--- src/rtl/sr_ff_sequencer_if.sv ---
// Pin bundle between the SR flip-flop self-test sequencer and the cell it exercises.
// The sequencer takes the master view; the attached cell or its harness takes the slave view.
interface sr_ff_sequencer_if;
   logic       start;
   logic       s;
   logic       r;
   logic       dut_reset;
   logic       q;
   logic       q_bar;
   logic       busy;
   logic       done;
   logic       pass;
   logic [7:0] err_count;
   logic       first_err_valid;
   logic [2:0] first_err_step;

   modport master (
      input  start, q, q_bar,
      output s, r, dut_reset, busy, done, pass, err_count, first_err_valid, first_err_step
   );

   modport slave (
      output start, q, q_bar,
      input  s, r, dut_reset, busy, done, pass, err_count, first_err_valid, first_err_step
   );
endinterface

--- src/rtl/sr_ff_sequencer.sv ---
// Self-test engine for an SR storage cell: resets it, plays an 8-step S/R pattern,
// checks q/q_bar against the expected state after each step and reports a verdict.
module sr_ff_sequencer #(
   parameter int HOLD_CYCLES = 1
) (
   input logic                clk,
   input logic                reset,
   sr_ff_sequencer_if.master  bus
);

   typedef enum logic [2:0] {IDLE, INIT, DRIVE, CHECK, DONE} state_t;

   localparam logic [3:0] HOLD_LAST = 4'(HOLD_CYCLES - 1);

   state_t     r_state, w_state_nxt;
   logic [3:0] r_cnt, w_cnt_nxt;
   logic [2:0] r_step, w_step_nxt;
   logic       r_s, w_s_nxt;
   logic       r_r, w_r_nxt;
   logic       r_dut_reset, w_dut_reset_nxt;
   logic       r_busy, w_busy_nxt;
   logic       r_done, w_done_nxt;
   logic       r_pass, w_pass_nxt;
   logic [7:0] r_err, w_err_nxt;
   logic       r_fev, w_fev_nxt;
   logic [2:0] r_fes, w_fes_nxt;
   logic [1:0] w_sr_cur, w_sr_next;
   logic       w_fail;

   // Step ROM: {s, r} to drive, and the q the cell must hold afterwards
   function automatic logic [1:0] rom_sr(input logic [2:0] idx);
      case (idx)
         3'd0:    return 2'b10;
         3'd2:    return 2'b01;
         3'd4:    return 2'b11;
         3'd6:    return 2'b01;
         default: return 2'b00;
      endcase
   endfunction

   function automatic logic rom_q(input logic [2:0] idx);
      return (idx == 3'd0) || (idx == 3'd1);
   endfunction

   // Steps 4/5 exercise the forbidden S=R=1 input, whose result is undefined
   function automatic logic step_masked(input logic [2:0] idx);
      return (idx == 3'd4) || (idx == 3'd5);
   endfunction

   function automatic logic [7:0] sat_inc(input logic [7:0] v);
      return (v == 8'hFF) ? v : v + 8'd1;
   endfunction

   assign w_sr_cur  = rom_sr(r_step);
   assign w_sr_next = rom_sr(r_step + 3'd1);
   assign w_fail    = !step_masked(r_step) &&
                      ((bus.q != rom_q(r_step)) || (bus.q_bar != ~bus.q));

   always_comb begin
      w_state_nxt     = r_state;
      w_cnt_nxt       = r_cnt;
      w_step_nxt      = r_step;
      w_s_nxt         = r_s;
      w_r_nxt         = r_r;
      w_dut_reset_nxt = r_dut_reset;
      w_busy_nxt      = r_busy;
      w_done_nxt      = r_done;
      w_pass_nxt      = r_pass;
      w_err_nxt       = r_err;
      w_fev_nxt       = r_fev;
      w_fes_nxt       = r_fes;
      case (r_state)
         IDLE, DONE: begin
            if (bus.start) begin
               w_state_nxt     = INIT;
               w_cnt_nxt       = 4'd0;
               w_step_nxt      = 3'd0;
               w_s_nxt         = 1'b0;
               w_r_nxt         = 1'b0;
               w_dut_reset_nxt = 1'b1;
               w_busy_nxt      = 1'b1;
               w_done_nxt      = 1'b0;
               w_pass_nxt      = 1'b0;
               w_err_nxt       = 8'd0;
               w_fev_nxt       = 1'b0;
               w_fes_nxt       = 3'd0;
            end
         end
         INIT: begin
            if (r_cnt == 4'd1) begin
               w_state_nxt     = DRIVE;
               w_cnt_nxt       = 4'd0;
               w_dut_reset_nxt = 1'b0;
               {w_s_nxt, w_r_nxt} = w_sr_cur;
            end else begin
               w_cnt_nxt = r_cnt + 4'd1;
            end
         end
         DRIVE: begin
            if (r_cnt == HOLD_LAST) begin
               w_state_nxt = CHECK;
               w_cnt_nxt   = 4'd0;
            end else begin
               w_cnt_nxt = r_cnt + 4'd1;
            end
         end
         CHECK: begin
            if (w_fail) begin
               w_err_nxt = sat_inc(r_err);
               if (!r_fev) begin
                  w_fev_nxt = 1'b1;
                  w_fes_nxt = r_step;
               end
            end
            if (r_step == 3'd7) begin
               w_state_nxt = DONE;
               w_s_nxt     = 1'b0;
               w_r_nxt     = 1'b0;
               w_busy_nxt  = 1'b0;
               w_done_nxt  = 1'b1;
               w_pass_nxt  = (w_err_nxt == 8'd0);
            end else begin
               w_state_nxt = DRIVE;
               w_step_nxt  = r_step + 3'd1;
               {w_s_nxt, w_r_nxt} = w_sr_next;
            end
         end
         default: w_state_nxt = IDLE;
      endcase
   end

   always_ff @(posedge clk) begin
      if (reset) begin
         r_state     <= IDLE;
         r_cnt       <= 4'd0;
         r_step      <= 3'd0;
         r_s         <= 1'b0;
         r_r         <= 1'b0;
         r_dut_reset <= 1'b0;
         r_busy      <= 1'b0;
         r_done      <= 1'b0;
         r_pass      <= 1'b0;
         r_err       <= 8'd0;
         r_fev       <= 1'b0;
         r_fes       <= 3'd0;
      end else begin
         r_state     <= w_state_nxt;
         r_cnt       <= w_cnt_nxt;
         r_step      <= w_step_nxt;
         r_s         <= w_s_nxt;
         r_r         <= w_r_nxt;
         r_dut_reset <= w_dut_reset_nxt;
         r_busy      <= w_busy_nxt;
         r_done      <= w_done_nxt;
         r_pass      <= w_pass_nxt;
         r_err       <= w_err_nxt;
         r_fev       <= w_fev_nxt;
         r_fes       <= w_fes_nxt;
      end
   end

   assign bus.s               = r_s;
   assign bus.r               = r_r;
   assign bus.dut_reset       = r_dut_reset;
   assign bus.busy            = r_busy;
   assign bus.done            = r_done;
   assign bus.pass            = r_pass;
   assign bus.err_count       = r_err;
   assign bus.first_err_valid = r_fev;
   assign bus.first_err_step  = r_fes;

endmodule
--- src/flat_wrapper.sv ---
// flat-port wrapper written by rule: the top's interface ports become plain ports
module sr_ff_sequencer_flat 
#(
   parameter int HOLD_CYCLES = 1
)
  (clk, reset, bus_start, bus_q, bus_q_bar, bus_s, bus_r, bus_dut_reset, bus_busy, bus_done, bus_pass, bus_err_count, bus_first_err_valid, bus_first_err_step);
  sr_ff_sequencer_if bus_i ();
  input logic clk;
  input logic reset;
  input wire logic [$bits(bus_i.start)-1:0] bus_start;
  input wire logic [$bits(bus_i.q)-1:0] bus_q;
  input wire logic [$bits(bus_i.q_bar)-1:0] bus_q_bar;
  output wire logic [$bits(bus_i.s)-1:0] bus_s;
  output wire logic [$bits(bus_i.r)-1:0] bus_r;
  output wire logic [$bits(bus_i.dut_reset)-1:0] bus_dut_reset;
  output wire logic [$bits(bus_i.busy)-1:0] bus_busy;
  output wire logic [$bits(bus_i.done)-1:0] bus_done;
  output wire logic [$bits(bus_i.pass)-1:0] bus_pass;
  output wire logic [$bits(bus_i.err_count)-1:0] bus_err_count;
  output wire logic [$bits(bus_i.first_err_valid)-1:0] bus_first_err_valid;
  output wire logic [$bits(bus_i.first_err_step)-1:0] bus_first_err_step;
  assign bus_i.start = bus_start;
  assign bus_i.q = bus_q;
  assign bus_i.q_bar = bus_q_bar;
  assign bus_s = bus_i.s;
  assign bus_r = bus_i.r;
  assign bus_dut_reset = bus_i.dut_reset;
  assign bus_busy = bus_i.busy;
  assign bus_done = bus_i.done;
  assign bus_pass = bus_i.pass;
  assign bus_err_count = bus_i.err_count;
  assign bus_first_err_valid = bus_i.first_err_valid;
  assign bus_first_err_step = bus_i.first_err_step;
  sr_ff_sequencer #(.HOLD_CYCLES(HOLD_CYCLES)) u_core (.clk(clk), .reset(reset), .bus(bus_i));
endmodule
--- config.mk ---
export PLATFORM = sky130hd
export DESIGN_NAME = sr_ff_sequencer_flat
export DESIGN_NICKNAME = d
export VERILOG_FILES = /design/src/rtl/sr_ff_sequencer_if.sv /design/src/rtl/sr_ff_sequencer.sv /design/src/flat_wrapper.sv
export SDC_FILE = /design/constraint.sdc
export NUM_CORES = 1
export LEC_CHECK = 0
export CAP_MARGIN = 20
export CORE_UTILIZATION = 39
export CTS_BUF_LIST = sky130_fd_sc_hd__clkbuf_4 sky130_fd_sc_hd__clkbuf_8 sky130_fd_sc_hd__clkbuf_16
export DETAILED_ROUTE_END_ITERATION = 16
export GPL_TIMING_DRIVEN = 0
export PLACE_DENSITY_LB_ADDON = 0.05
export SLEW_MARGIN = 10
export SYNTH_ARGS = -nofsm -noshare
export SYNTH_HDL_FRONTEND = slang
export SYNTH_SLANG_ARGS = --single-unit
--- constraint.sdc ---
create_clock -name clk -period 2.4 [get_ports clk]
set_input_delay 0.72 -clock clk [delete_from_list [all_inputs] [get_ports clk]]
set_output_delay 0.72 -clock clk [all_outputs]
set_load 0.05 [all_outputs]
### After elaboration in Yosys (flattened, before gate mapping)

Cells that the tools add are included.

| operators by class | value |
|---|---|
| reduce and logical (&&, ||, !) cells | 26 |
| equality and inequality tests | 24 |
| mux-type cells | 40 |
| bitwise logic cells | 1 |
| $mul | 0 |
| magnitude comparators | 0 |
| $add $sub $neg | 3 |
| divide/modulo/power cells | 0 |
| shift-type cells | 0 |

Operators by type and width:

| cell | count |
|---|---|
| $mux 8 | 4 |
| $mux 3 | 8 |
| $eq 3x3->1 const B | 7 |
| $reduce_and 3->1 | 6 |
| $pmux 8 s2 | 1 |
| $eq 3x2->1 const B | 4 |
| $mux 4 | 3 |
| $pmux 2 s3 | 2 |
| $pmux 3 s2 | 2 |
| $pmux 3 s4 | 1 |
| $pmux 4 s3 | 1 |
| $mux 1 | 11 |
| $pmux 1 s2 | 5 |
| $logic_not 3->1 | 3 |
| $add 8x1->8 const B | 1 |
| $eq 8x8->1 const B | 1 |
| $logic_not 8->1 | 1 |
| $ne 2x1->1 const B | 4 |
| $eq 3x1->1 const B | 2 |
| $ne 2x2->1 const B | 3 |
| $pmux 1 s3 | 2 |
| $reduce_bool 3->1 | 2 |
| $reduce_or 2->1 | 3 |
| $add 4x1->4 const B | 1 |
| 11 further kinds | 16 |

| storage, ports and cells | value |
|---|---|
| flip-flop bits (word level) | 28 |
| memories kept | 0 |
| memory bits (writable) | 0 |
| bits in read-only memories | 0 |
| latch bits | 0 |
| bits of input ports | 5 |
| output and inout port bits | 18 |
| logic and storage cells | 106 |

### Logic depth before layout (Yosys ltp)

| depth | value |
|---|---|
| depth after elaboration | 10 |
| gate-level depth with buffers | 8 |
| gate-level depth less buffers | 8 |

### Least setup slack after synthesis

Ideal clock, no wire load.

| timing | value |
|---|---|
| kind | flip-flop to flip-flop |
| from | register u_core.r_err[0], in the netlist u_core.bus.err_count[0] |
| to | register u_core.r_pass, in the netlist u_core.bus.pass |
| arrival time | 2.130 ns |
| slack | 0.148 ns |
| period minus slack after synthesis | 2.252 ns |
| buffers on the path | 0 |
| cell stages (with the launch flop) | 8 |
| library setup time | 0.122 ns |
| path through | dfxtp_1 -> ha_1 -> nand4_1 -> or2_2 -> nor3_1 -> mux2_2 -> nand4_1 -> o21ai_0 |

| on the way | value |
|---|---|
| word-level cells in the longest chain between the ends | 7 |

Ends and longest elaborated chain:

| element | RTL line | source |
|---|---|---|
| from (decl) | sr_ff_sequencer.sv:24 | `logic [7:0] r_err, w_err_nxt;` |
| from (signal assigned) | sr_ff_sequencer.sv:156 | `r_err <= w_err_nxt;` |
| $add 8x1->8 / $eq 8x8->1 (equally long branches) | sr_ff_sequencer.sv:51 | `return (v == 8'hFF) ? v : v + 8'd1;` |
| $mux 8 | sr_ff_sequencer.sv:51 |  |
| $mux 8 * | sr_ff_sequencer.sv:108 | `if (w_fail) begin` |
| $mux 8 * | sr_ff_sequencer.sv:72 | `case (r_state)` |
| $logic_not 8->1 * | sr_ff_sequencer.sv:121 | `w_pass_nxt = (w_err_nxt == 8'd0);` |
| $mux 1 * | sr_ff_sequencer.sv:115 | `if (r_step == 3'd7) begin` |
| $pmux 1 s2 * | sr_ff_sequencer.sv:72 |  |
| to (signal assigned) | sr_ff_sequencer.sv:155 | `r_pass <= w_pass_nxt;` |
| to (decl) | sr_ff_sequencer.sv:23 | `logic r_pass, w_pass_nxt;` |

Mark *: on every way between the ends. The rest lies on a longest branch, timed or not. The select of a mux whose other input is x is not followed.
A chain may end at the register's enable or synchronous reset.

### Worst setup path after layout

| timing | value |
|---|---|
| from | input port bus_q |
| to | register u_core.r_err[3], in the netlist u_core.bus.err_count[3] |

| on the way | value |
|---|---|
| word-level cells in the longest chain between the ends | 7 |

Ends and longest elaborated chain:

| element | RTL line | source |
|---|---|---|
| from (decl) | flat_wrapper.sv:11 | `input wire logic [$bits(bus_i.q)-1:0] bus_q;` |
| $not 1->1 | sr_ff_sequencer.sv:57 | `((bus.q != rom_q(r_step)) \|\| (bus.q_bar != ~bus.q));` |
| $ne 1x1->1 | sr_ff_sequencer.sv:57 |  |
| $logic_or 1x1->1 * | sr_ff_sequencer.sv:57 |  |
| $logic_and 1x1->1 * | sr_ff_sequencer.sv:56 | `assign w_fail = !step_masked(r_step) &&` |
| $mux 8 * | sr_ff_sequencer.sv:108 |  |
| $mux 8 * | sr_ff_sequencer.sv:72 |  |
| $pmux 8 s2 * | sr_ff_sequencer.sv:72 |  |

Marks and branches as above.

==> metrics.csv <==
stage,metric,value,unit
timing,Max Slew Vio Count,0,
clock_network,CTS resizes,0,
timing,fin crit share,97.3,%
global_routing,largest net degree at the start of global routing,17,
die,Ports,23,
clock_network,Hold Buf Count CTS,0,
clock_network,clock sinks,28,
global_routing,initial antenna violation count,0,
clock_network,clock root buffer,clkbuf_8,
global_routing,vias in the first global route,1433,
logic_synthesis,sequential cell area fraction in the yosys report,34.6,%
final_layout,antenna cell count,0,
logic_synthesis,Synthesized Nets,216,
logic_synthesis,Post-synth top cells,"dfxtp_1, nor2_1, a21oi_1, nand2_1",
timing,worst relative slew slack,64.8,%
final_layout,layout cell share with drive strength beyond 1,7.96,%
drt,Pre-Repair DR Iteration Count,4,
logic_synthesis,top-count cell post-synth,dfxtp_1,
clock_network,H-tree depth,1,
placed_design,placed instance area,1890,sq um
clock_network,"CTS clk-pin slew, worst paths",0.10,ns
global_routing,first-pass GRT wire length,6.62,mm
clock_network,latest clock arrival within the worst-skew pair,0.28,ns
clock_network,Clock Tree Buf Depth,2,
placed_design,post-detail-place hpwl,2.90,mm
worst_setup_path,Worst path max stage delay,0.55,ns
logic_synthesis,Yosys warnings,0,
die,core box area,4000,sq um
drt,final WL,3.87,mm
die,Die W,66.5,um
power_and_ir_drop,Tot Pwr,1490,uW
final_layout,P&R area growth vs syn,22.0,%
hold_path,worst min-delay path category,reg -> reg,
timing,Max Freq,0.428,GHz
drt,Iteration-0 DRC Markers,61,
logic_synthesis,ranking of synthesized cells by area,"dfxtp_1, ha_1, a21oi_1, nor2_1, nand2_1",
logic_synthesis,"Distinct cells, synth",41,
logic_synthesis,Synth Flop Type,dfxtp_1,
worst_setup_path,worst-path fanout max,6,
worst_setup_path,worst-path cell chain,"clkdlybuf4s50_1, nor2b_4, o22a_4, or4_4, or3_1, a21oi_2",
run,Max Cap Violations,0,
global_routing,All-Layer GR Usage,19.3,%
timing,RSZ-0062 raised after global routing,false,
logic_synthesis,Syn Area/Cell,8.06,sq um
logic_synthesis,Synth Register Bits,28,
final_layout,final instance area,1980,sq um
logic_synthesis,synthesized area,1620,sq um
logic_synthesis,async set or reset register ratio after synthesis,0,%
final_layout,final-stage net count,242,
drt,DRC Markers,0,
logic_synthesis,Synth area leader,dfxtp_1,
drt,Post-DRT Antenna Nets,0,
placed_design,GP Congestion,0.905,
logic_synthesis,Cells after Synth,201,
worst_setup_path,Critical Path Start Type,input pin,
status,status,"finished, final reports clean",
final_layout,final core occ,49.4,%
timing,Hold Fails Final Rpt,0,
worst_setup_path,slowest stage cell on the critical path,or4_4,
clock_network,CTS tree,done,
die,Die Footprint,4420,sq um
final_layout,final-layout fill cell count,397,
drt,DR vias,1528,
worst_setup_path,critical path data arrival time,2.55,ns
power_and_ir_drop,PwrDens,751,nW/um^2
drt,routed length per instance,14.0,um
worst_setup_path,Setup crit end kind,flop,
logic_synthesis,Synth top area share,34.6,%
timing,# setup viols final,0,
die,Initial Util,40.5,%
clock_network,setup bufs post-CTS,0,
logic_synthesis,number of synthesized flops with an enable pin,0,
drt,DR vias/cell,5.54,
worst_setup_path,Crit Path Class,in -> reg,
clock_network,CTS Buf Count,3,
timing,Hold WS,0.463,ns
worst_setup_path,WP data required,2.62,ns
global_routing,grt total ovfl,0,
final_layout,Non-Filler Instances,276,
timing,Final min period,2.33,ns
die,row count,23,
die,Die Span Y,66.5,um
placed_design,# port buffers,21,
timing,Slew @ Worst Pin,0.528,ns
placed_design,Placed Instances,272,
power_and_ir_drop,VDD IR max,0.000254,V
power_and_ir_drop,Lkg Pwr,0.000764,uW
timing,Final Skew,0.00518,ns
==> through the flow <==
stage	worst slack (ns)	TNS (ns)
after floorplan	0.148	0
after global placement	-0.244	-1.30
after detailed placement	-0.256	-1.40
after CTS	0.0247	0
after global routing	0.00521	0
final	0.0651	0
==> report_power, final <==
group / switching [uW] / internal [uW] / total [uW]
combinational: 339 / 200 / 539
clock: 158 / 224 / 382
sequential: 53.4 / 511 / 564
total: 550 / 935 / 1490
==> flip-flops by register name, indices dropped and copies added, names as in the netlist <==
signal / cells
u_core.bus.err_count: 8
u_core.r_cnt: 4
u_core.bus.first_err_step: 3
u_core.r_state: 3
u_core.r_step: 3
u_core.bus.busy: 1
u_core.bus.done: 1
u_core.bus.dut_reset: 1
u_core.bus.first_err_valid: 1
u_core.bus.pass: 1
u_core.bus.r: 1
u_core.bus.s: 1
==> layer usage <==
layer / vias to the layer above / track usage [%] / part of all wire [%] / routed length, um
li1: 772 / - / - / -
met1: 737 / 24.9 / 47 / 1810
met4: 0 / 6.12 / 1.1 / 42
met5: - / 0 / 0 / 0
met2: 14 / 33.4 / 50 / 1940
met3: 5 / 2.05 / 1.9 / 75
==> worst paths after layout <==
path / start / to / slack (ns) / depth (start not counted)
min: u_core.bus.busy / u_core.bus.busy / 0.46 / 2
max: bus_q / u_core.bus.err_count[3] / 0.07 / 6
max reg2reg: u_core.r_step[1] / u_core.bus.err_count[3] / 0.22 / 6
min reg2reg: u_core.bus.busy / u_core.bus.busy / 0.46 / 2
==> final cells by class <==
cell class                 instances  area, sq um  area share, %
buffer                             8         50.0           2.53
timing repair buffer              21          218           11.0
sequential                        28          562           28.4
inverter                           8         30.0           1.52
clock inverter                     1         30.0           1.52
tap                               50         62.6           3.16
clock buffer                       3         41.3           2.09
multi-input combinational        157          983           49.7
==> cells by family after synthesis <==
logic type	after synthesis	synth area share (%)
adders and majority gates	10	7.72
xor gates and xnor gates	1	0.541
muxes	5	3.17
DFF	28	34.6
AOI/OAI and AO/OA	49	19.5
and+or+nand+nor	92	29.6
buffers and inverters	16	4.94
==> cells in the final DEF (no fill, tap or decap), types with 7 or more instances in the layout <==
cell type        netlist  routed
nand2b_1               8       8
nor3_1                10      10
o21ai_0                9       7
nand2_1               19      19
clkdlybuf4s50_1        0      18
nor2_1                22      22
nand3_1               10      10
ha_1                  10      10
inv_1                  8       8
a21oi_1               21      20
dfxtp_1               28      27
==> critical path: cells and delay by family <==
family	cells	cell delay (ns)
compound gates	2	0.38
buf+inv	1	0.42
simple gates	3	1.03
Note: power is estimated with default switching activity, not from simulation.
